File: config.mk
export PLATFORM = sky130hd
export DESIGN_NAME = pc_seq
export DESIGN_NICKNAME = d
export VERILOG_FILES = /design/src/rtl/pc_seq.sv
export SDC_FILE = /design/constraint.sdc
export NUM_CORES = 1
export LEC_CHECK = 0
export CORE_ASPECT_RATIO = 0.75
export CORE_UTILIZATION = 36
export CTS_CLUSTER_SIZE = 40
export DETAILED_ROUTE_END_ITERATION = 10
export PLACE_DENSITY = 0.58
export SLEW_MARGIN = 20
export SYNTH_ARGS = -nofsm -noshare
export SYNTH_HDL_FRONTEND = slang
export SYNTH_SLANG_ARGS = --single-unit
File: constraint.sdc
create_clock -name clk -period 6.7 [get_ports clk]
set_clock_uncertainty 0.2 [all_clocks]
set_input_delay 1.34 -clock clk [delete_from_list [all_inputs] [get_ports clk]]
set_output_delay 1.34 -clock clk [all_outputs]
set_load 0.03 [all_outputs]
File: src/rtl/pc_seq.sv
// -----------------------------------------------------------------------------
// pc_seq -- parametrised program counter with call/return stack
//
// Generates the instruction/memory fetch address. Each enabled cycle the
// address either increments, loads a branch target, jumps to a call target
// (saving the return address on a LIFO), or pops a return address.
//
// Parameters
//   ADDR_W     address width; addr wraps modulo 2^ADDR_W
//   RESET_VEC  value loaded into addr on reset
//   STK_DEPTH  number of return-stack entries (1..16)
//   STK_PTR_W  width of stk_cnt; 2^STK_PTR_W must exceed STK_DEPTH
//
// Ports
//   clk        rising-edge clock
//   rst        synchronous active-high reset
//   en         advance enable; 0 stalls, all state held, strobes dropped
//   brnch_yes  take branch this cycle
//   call       push addr+1 and jump to regBuf
//   ret        pop stack top into addr
//   regBuf     branch/call target
//   addr       current fetch address (registered)
//   stk_cnt    number of valid stack entries
//   stk_ovf    sticky: push attempted while full
//   stk_unf    sticky: pop attempted while empty
//
// Per-edge priority, highest first: rst, stall, ret, call, branch, increment.
//
// Optional feature (macro PC_REL_BRANCH_EN):
//   defined   -> brnch_yes adds regBuf (two's complement) to addr
//   undefined -> brnch_yes loads regBuf absolutely
//   call and ret always use absolute addresses.
// -----------------------------------------------------------------------------
module pc_seq #(
   parameter int unsigned          ADDR_W    = 8,
   parameter logic [ADDR_W-1:0]    RESET_VEC = '0,
   parameter int unsigned          STK_DEPTH = 4,
   parameter int unsigned          STK_PTR_W = 3
) (
   input  logic                 clk,
   input  logic                 rst,
   input  logic                 en,
   input  logic                 brnch_yes,
   input  logic                 call,
   input  logic                 ret,
   input  logic [ADDR_W-1:0]    regBuf,
   output logic [ADDR_W-1:0]    addr,
   output logic [STK_PTR_W-1:0] stk_cnt,
   output logic                 stk_ovf,
   output logic                 stk_unf
);

   // Stack index width; a 1-entry stack still needs a 1-bit index.
   localparam int unsigned IDX_W = (STK_DEPTH > 1) ? $clog2(STK_DEPTH) : 1;

   localparam logic [ADDR_W-1:0]    ADDR_ONE = ADDR_W'(1);
   localparam logic [STK_PTR_W-1:0] CNT_ONE  = STK_PTR_W'(1);
   localparam logic [STK_PTR_W-1:0] CNT_FULL = STK_PTR_W'(STK_DEPTH);

   // Return-address LIFO; entry stk_cnt-1 is the top of stack.
   logic [ADDR_W-1:0] stack [STK_DEPTH];

   logic [ADDR_W-1:0]    addr_nxt;
   logic [ADDR_W-1:0]    addr_inc;
   logic [STK_PTR_W-1:0] cnt_nxt;
   logic                 ovf_nxt;
   logic                 unf_nxt;
   logic                 push;
   logic [IDX_W-1:0]     push_idx;
   logic [IDX_W-1:0]     pop_idx;

   // Sequential successor; also the pushed return address, so both wrap alike.
   assign addr_inc = addr + ADDR_ONE;

   // Index truncation is safe: push only happens while stk_cnt < STK_DEPTH,
   // and pop only while stk_cnt > 0.
   assign push_idx = IDX_W'(stk_cnt);
   assign pop_idx  = IDX_W'(stk_cnt - CNT_ONE);

   // -------------------------------------------------------------------------
   // Next-state logic
   // -------------------------------------------------------------------------
   always_comb begin
      // NOTE: every output of this block gets a default first so no path
      // leaves it unassigned, which would otherwise infer a latch.
      addr_nxt = addr_inc;
      cnt_nxt  = stk_cnt;
      ovf_nxt  = stk_ovf;
      unf_nxt  = stk_unf;
      push     = 1'b0;

      if (!en) begin
         // Stall: hold everything; strobes in this cycle are discarded.
         addr_nxt = addr;
      end else if (ret) begin
         // ret outranks call and brnch_yes.
         if (stk_cnt != '0) begin
            addr_nxt = stack[pop_idx];
            cnt_nxt  = stk_cnt - CNT_ONE;
         end else begin
            // Empty pop: fall through to sequential fetch and flag it.
            unf_nxt = 1'b1;
         end
      end else if (call) begin
         // The jump happens even when the push has to be dropped.
         addr_nxt = regBuf;
         if (stk_cnt < CNT_FULL) begin
            push    = 1'b1;
            cnt_nxt = stk_cnt + CNT_ONE;
         end else begin
            ovf_nxt = 1'b1;
         end
      end else if (brnch_yes) begin
`ifdef PC_REL_BRANCH_EN
         // Two's-complement offset; modular addition handles the sign.
         addr_nxt = addr + regBuf;
`else
         addr_nxt = regBuf;
`endif
      end
   end

   // -------------------------------------------------------------------------
   // Control state: address, stack pointer, sticky flags
   // -------------------------------------------------------------------------
   always_ff @(posedge clk) begin
      // NOTE: state registers use non-blocking assignments so all of them
      // update from the same pre-edge values.
      if (rst) begin
         addr    <= RESET_VEC;
         stk_cnt <= '0;
         stk_ovf <= 1'b0;
         stk_unf <= 1'b0;
      end else begin
         addr    <= addr_nxt;
         stk_cnt <= cnt_nxt;
         stk_ovf <= ovf_nxt;
         stk_unf <= unf_nxt;
      end
   end

   // -------------------------------------------------------------------------
   // Stack storage
   // -------------------------------------------------------------------------
   // NOTE: the stack array is deliberately not reset; stk_cnt alone defines
   // which entries are valid, so clearing the storage would buy nothing.
   always_ff @(posedge clk) begin
      if (push && !rst) begin
         stack[push_idx] <= addr_inc;
      end
   end

endmodule

## Yosys cells after proc, flatten, opt, wreduce, memory -nomap -nowiden

Memory sizes are Yosys's and may differ from the RTL's.
Index checks and enable logic that the tools add are counted.

| storage, ports and cells | value |
|---|---|
| input bits | 14 |
| memories | 1 |
| memory bits (writable) | 32 |
| flip-flop bits (word level) | 13 |

Memory list:

| memory | words | width | read ports | clocked after memory_dff | write ports | line | text |
|---|---|---|---|---|---|---|---|
| stack | 4 | 8 | 1 | 0 | 1 | 61 | `logic [ADDR_W-1:0] stack [STK_DEPTH];` |

| operators by class | value |
|---|---|
| muxes and demuxes | 14 |
| reductions and logical operators | 8 |
| bitwise logic cells | 3 |
| $lt $le $gt $ge | 1 |
| add/sub/neg operators | 3 |
| eq/ne operators | 1 |

Operators by type and width:

| kind | number |
|---|---|
| $mux 8 | 4 |
| $mux 3 | 4 |
| $add 8x1->8 const B | 1 |
| $reduce_and 4->1 | 2 |
| $mux 1 | 6 |
| $reduce_bool 2->1 | 2 |
| $add 3x1->3 const B | 1 |
| $lt 3x3->1 const B | 1 |
| $not 1->1 | 3 |
| $reduce_and 3->1 | 1 |
| $reduce_bool 3->1 | 1 |
| $sub 3x1->3 const B | 1 |
| $ne 2x1->1 const B | 1 |
| $logic_and 1x1->1 | 1 |
| $logic_not 1->1 | 1 |

## Logic depth before layout (Yosys ltp)

| logic depth | value |
|---|---|
| word-level depth | 8 |
| depth in mapped cells | 8 |

## Least setup slack after synthesis

OpenSTA, ideal clock, no wires.

| timing | value |
|---|---|
| kind | input to register |
| from | input port ret |
| to | memory stack[0][0] (enable) |
| slack | 3,855 ps |
| cell stages on the path | 4 |
| setup time | 332 ps |
| buffers on the path | 1 |
| data required time | 6,168 ps |
| data arrival time | 2,313 ps |
| path through | buf_2 > or3b_1 > nor2_1 > and2_1 |

| on the way | value |
|---|---|
| cells in the longest elaborated chain, start to end | 5 |

RTL lines:

| what | line | text |
|---|---|---|
| from (decl) | 45 | `input logic ret,` |
| $mux 1 | 95 | `end else if (ret) begin` |
| $mux 1 | 92 | `if (!en) begin` |
| $logic_and 1x1->1 | 148 | `if (push && !rst) begin` |
| $mux 1 | 148 |  |
| $mux 1 (implied by the code) | 149 | `stack[push_idx] <= addr_inc;` |
| to (decl) | 61 |  |

Every way passes these cells.

## Worst setup path after layout

| timing | value |
|---|---|
| from | input port ret |
| to | register stk_cnt[1] |

| on the way | value |
|---|---|
| cells in the longest elaborated chain, start to end | 2 |
| elaborated cells on any way between the ends | 5 |
| classes of those cells | eq/ne (1); mux (1); reduce/logical (3) |

RTL lines:

| what | line | text |
|---|---|---|
| $ne 2x1->1 (no line) or $reduce_bool 2->1 (tied branches) | n/a |  |
| $reduce_and 4->1 (no line) | n/a |  |
| to (signal assigned) | 136 | `stk_cnt <= cnt_nxt;` |
| to (decl) | 48 | `output logic [STK_PTR_W-1:0] stk_cnt,` |

Several ways; a longest one is shown, not always the timed one.
A chain may end at the register's enable or synchronous reset.

==> impl_metrics.env <==
export IMPL_status="finished, final reports clean"
export IMPL_setup_tns_ns=0
export IMPL_clock_latency_ns=0.30
export IMPL_viasPerCell=5.60
export IMPL_finalWirelength_mm=5.20
export IMPL_crit_path_start="ret"
export IMPL_cp_max_fo=12
export IMPL_whs_path_depth=2
export IMPL_grt_pass1_vias=1460
export IMPL_io_buffer_count=26
export IMPL_critPathMaxStageDelay_ns=0.75
export IMPL_dr_pass1_iters=4
export IMPL_slew_headroom_pct=39.5
export IMPL_final_hold_viol_count=0
export IMPL_cts_sinks=45
export IMPL_min_period_ns=3.54
export IMPL_die_area_sq_um=6290
export IMPL_syn2layout_area_growth_pct=19.4
export IMPL_syn_nets=190
export IMPL_hold_class="reg2reg"
export IMPL_syn_area_sq_um=2150
export IMPL_setup_viol=0
export IMPL_routed_via_count=1506
export IMPL_synth_ff_type="edfxtp_1"
export IMPL_ys_async_sr_fraction_pct=0
export IMPL_r2r_start="stk_cnt[0]"
export IMPL_postRouteAntennaNets=0
export IMPL_placed_cell_area_sq_um=2460
export IMPL_drc=0
export IMPL_syn_mean_instance_area_sq_um=12.7
export IMPL_grt_overflow=0
export IMPL_ctsHoldBuffers=0
export IMPL_total_power_w=0.000662
export IMPL_period_share_pct=52.9
export IMPL_grt_max_degree=16
export IMPL_dpl_hpwl_mm=3.68
export IMPL_worstSetupPathType="in2reg"
export IMPL_track_usage_pct=18.2
export IMPL_route_detailed_wl_per_inst_um=19.3
export IMPL_htree_levels=2
export IMPL_cp_slowest_cell="a21oi_1"
export IMPL_netlist_instances=170
export IMPL_setup_worst_path_start_class="input pin"
export IMPL_cts_tree="done"
export IMPL_critPathArrivalTime_ns=3.54
export IMPL_ys_ff_latch=45
export IMPL_synth_edf_count=32
export IMPL_clock_tree_buffer_depth=2
export IMPL_drtIter0Drc=155
export IMPL_rsz0062_at_grt="no"
export IMPL_crit_chain="clkdlybuf4s50_1 -> inv_1 -> a21oi_1 -> o211ai_1 -> a221oi_1"
export IMPL_cp_required_ns=6.69
export IMPL_power_density_nw_per_um2=258
export IMPL_antenna_found_initial=0
export IMPL_worst_pin_slew_ns=0.908
export IMPL_diodes=0
export IMPL_cp_end_kind="flop"
export IMPL_ios=27
export IMPL_drv_cap=0
export IMPL_nets=213
export IMPL_finalHoldWorstSlack_ns=0.284
export IMPL_drive_above_1_share_pct=11.9
export IMPL_die_x_um=91.3
export IMPL_row_count=23
export IMPL_ctsRootBufferMaster="clkbuf_8"
export IMPL_cts_repair_resized=0
export IMPL_grt_pass1_wl_mm=8.25
export IMPL_cts_setup_buffers=0
export IMPL_gp_congestion=0.810
export IMPL_die_height_um=69.0
export IMPL_final_core_util_pct=46.2
export IMPL_cts_buffers=5
export IMPL_max_freq_ghz=0.282
export IMPL_synthDistinctLibCells=41
export IMPL_r2r_cells=5
export IMPL_p_leak_nw=0.840
export IMPL_ys_warnings_count=0
export IMPL_core_sq_um=5550
export IMPL_final_max_slew_viol_count=0
export IMPL_ys_seq_area_share_pct=56.7
export IMPL_cts_clk_slew_worst_paths_ns=0.09
export IMPL_postLayoutCellArea_sq_um=2570
export IMPL_irDropWorstVdd_uv=121
export IMPL_start_util_pct=38.7
export IMPL_hp_start="stk_ovf"
-- layout make-up --
type / instances / area, sq um
well taps: 75 / 93.8
clock buffers: 6 / 72.6
clock inverters: 2 / 38.8
repair buffers: 26 / 260
inverters: 7 / 26.3
fillers: 481 / 2990
flip-flops and latches: 45 / 1220
multi-input cells: 108 / 856
-- path summary, 6_finish.rpt --
check / to / slack, ns
worst max-delay path: stk_cnt[1] / 3.16
worst min-delay path: stk_ovf / 0.28
worst max register to register: stk_cnt[1] / 3.80
worst min register to register: stk_ovf / 0.28
-- cells in the final DEF, fill, tap and decap left out, types with 3 or more instances in the layout --
cell type / count
ha_1: 6
a221oi_1: 5
o21ai_0: 5
edfxtp_1: 32
clkbuf_8: 5
or2_2: 3
mux4_2: 8
clkdlybuf4s50_1: 26
nand2_1: 10
nand3_1: 3
nor2_1: 14
a21oi_1: 11
dfxtp_1: 13
o211ai_1: 3
xnor2_1: 3
inv_1: 6
and2_1: 4
a311oi_1: 4
-- synthesized netlist by cell type, types with 2 or more instances --
cell type / n / share of area, %
inv_1: 6 / 1.0
a311o_1: 2 / 0.93
a211oi_1: 2 / 0.70
mux4_2: 8 / 8.4
a21oi_1: 11 / 2.6
dfxtp_1: 13 / 12
and2_1: 4 / 1.2
nand3_1: 3 / 0.70
a221oi_1: 5 / 2.0
o311ai_0: 2 / 0.81
buf_2: 3 / 0.70
clkbuf_1: 6 / 1.0
nand2_1: 10 / 1.7
nor3_1: 2 / 0.47
nor2_1: 14 / 2.4
o21ai_0: 5 / 1.2
or3b_1: 2 / 0.81
or3_1: 2 / 0.58
or2_2: 3 / 0.87
a21o_1: 2 / 0.70
ha_1: 6 / 3.5
a311oi_1: 4 / 1.6
xnor2_1: 3 / 1.2
o211ai_1: 3 / 1.0
nand2b_1: 2 / 0.58
edfxtp_1: 32 / 45
-- layer usage --
layer | GRT usage [%] | routed length (um) | up-vias
met5 | 0 | 0 | -
met3 | 4.82 | 399 | 6
met2 | 26.4 | 2230 | 64
met4 | 6.15 | 56 | 0
li1 | - | - | 701
met1 | 26.5 | 2510 | 735
-- logic make-up (layout without fill, tap and decap cells) --
kind of cell | Yosys count | count (layout) | share of synthesized area (%)
compound gates | 41 | 41 | 13.5
xor+xnor | 3 | 3 | 1.22
fa+ha+maj | 6 | 6 | 3.49
buf+inv | 17 | 41 | 3.49
flops | 45 | 45 | 56.7
mux | 10 | 10 | 9.42
simple gates | 48 | 48 | 12.1
-- flip-flops by register name, indices dropped and copies added (netlist names) --
| register | cells |
|---|---|
| addr | 8 |
| stack | 32 |
| stk_cnt | 3 |
| stk_ovf | 1 |
| stk_unf | 1 |
-- where the power goes --
group | total, W | switching, W | internal, W
clock | 0.000211 | 0.0000981 | 0.000113
sequential | 0.000325 | 0.0000148 | 0.000310
combinational | 0.000126 | 0.0000721 | 0.0000536
total | 0.000662 | 0.000185 | 0.000477
-- stage by stage --
step           instances  setup WS (ns)
5_1_grt              269           2.94
2_1_floorplan        170           3.86
4_1_cts              269           3.15
6_report             269           3.16
3_3_place_gp         261           2.86
3_5_place_dp         261           2.86
-- worst max-delay path, delay by kind of cell --
kind,cells,cell delay (ns)
AOI/OAI and AO/OA,3,1.22
buffers and inverters,2,0.97
Note: power is estimated with default switching activity, not from simulation.
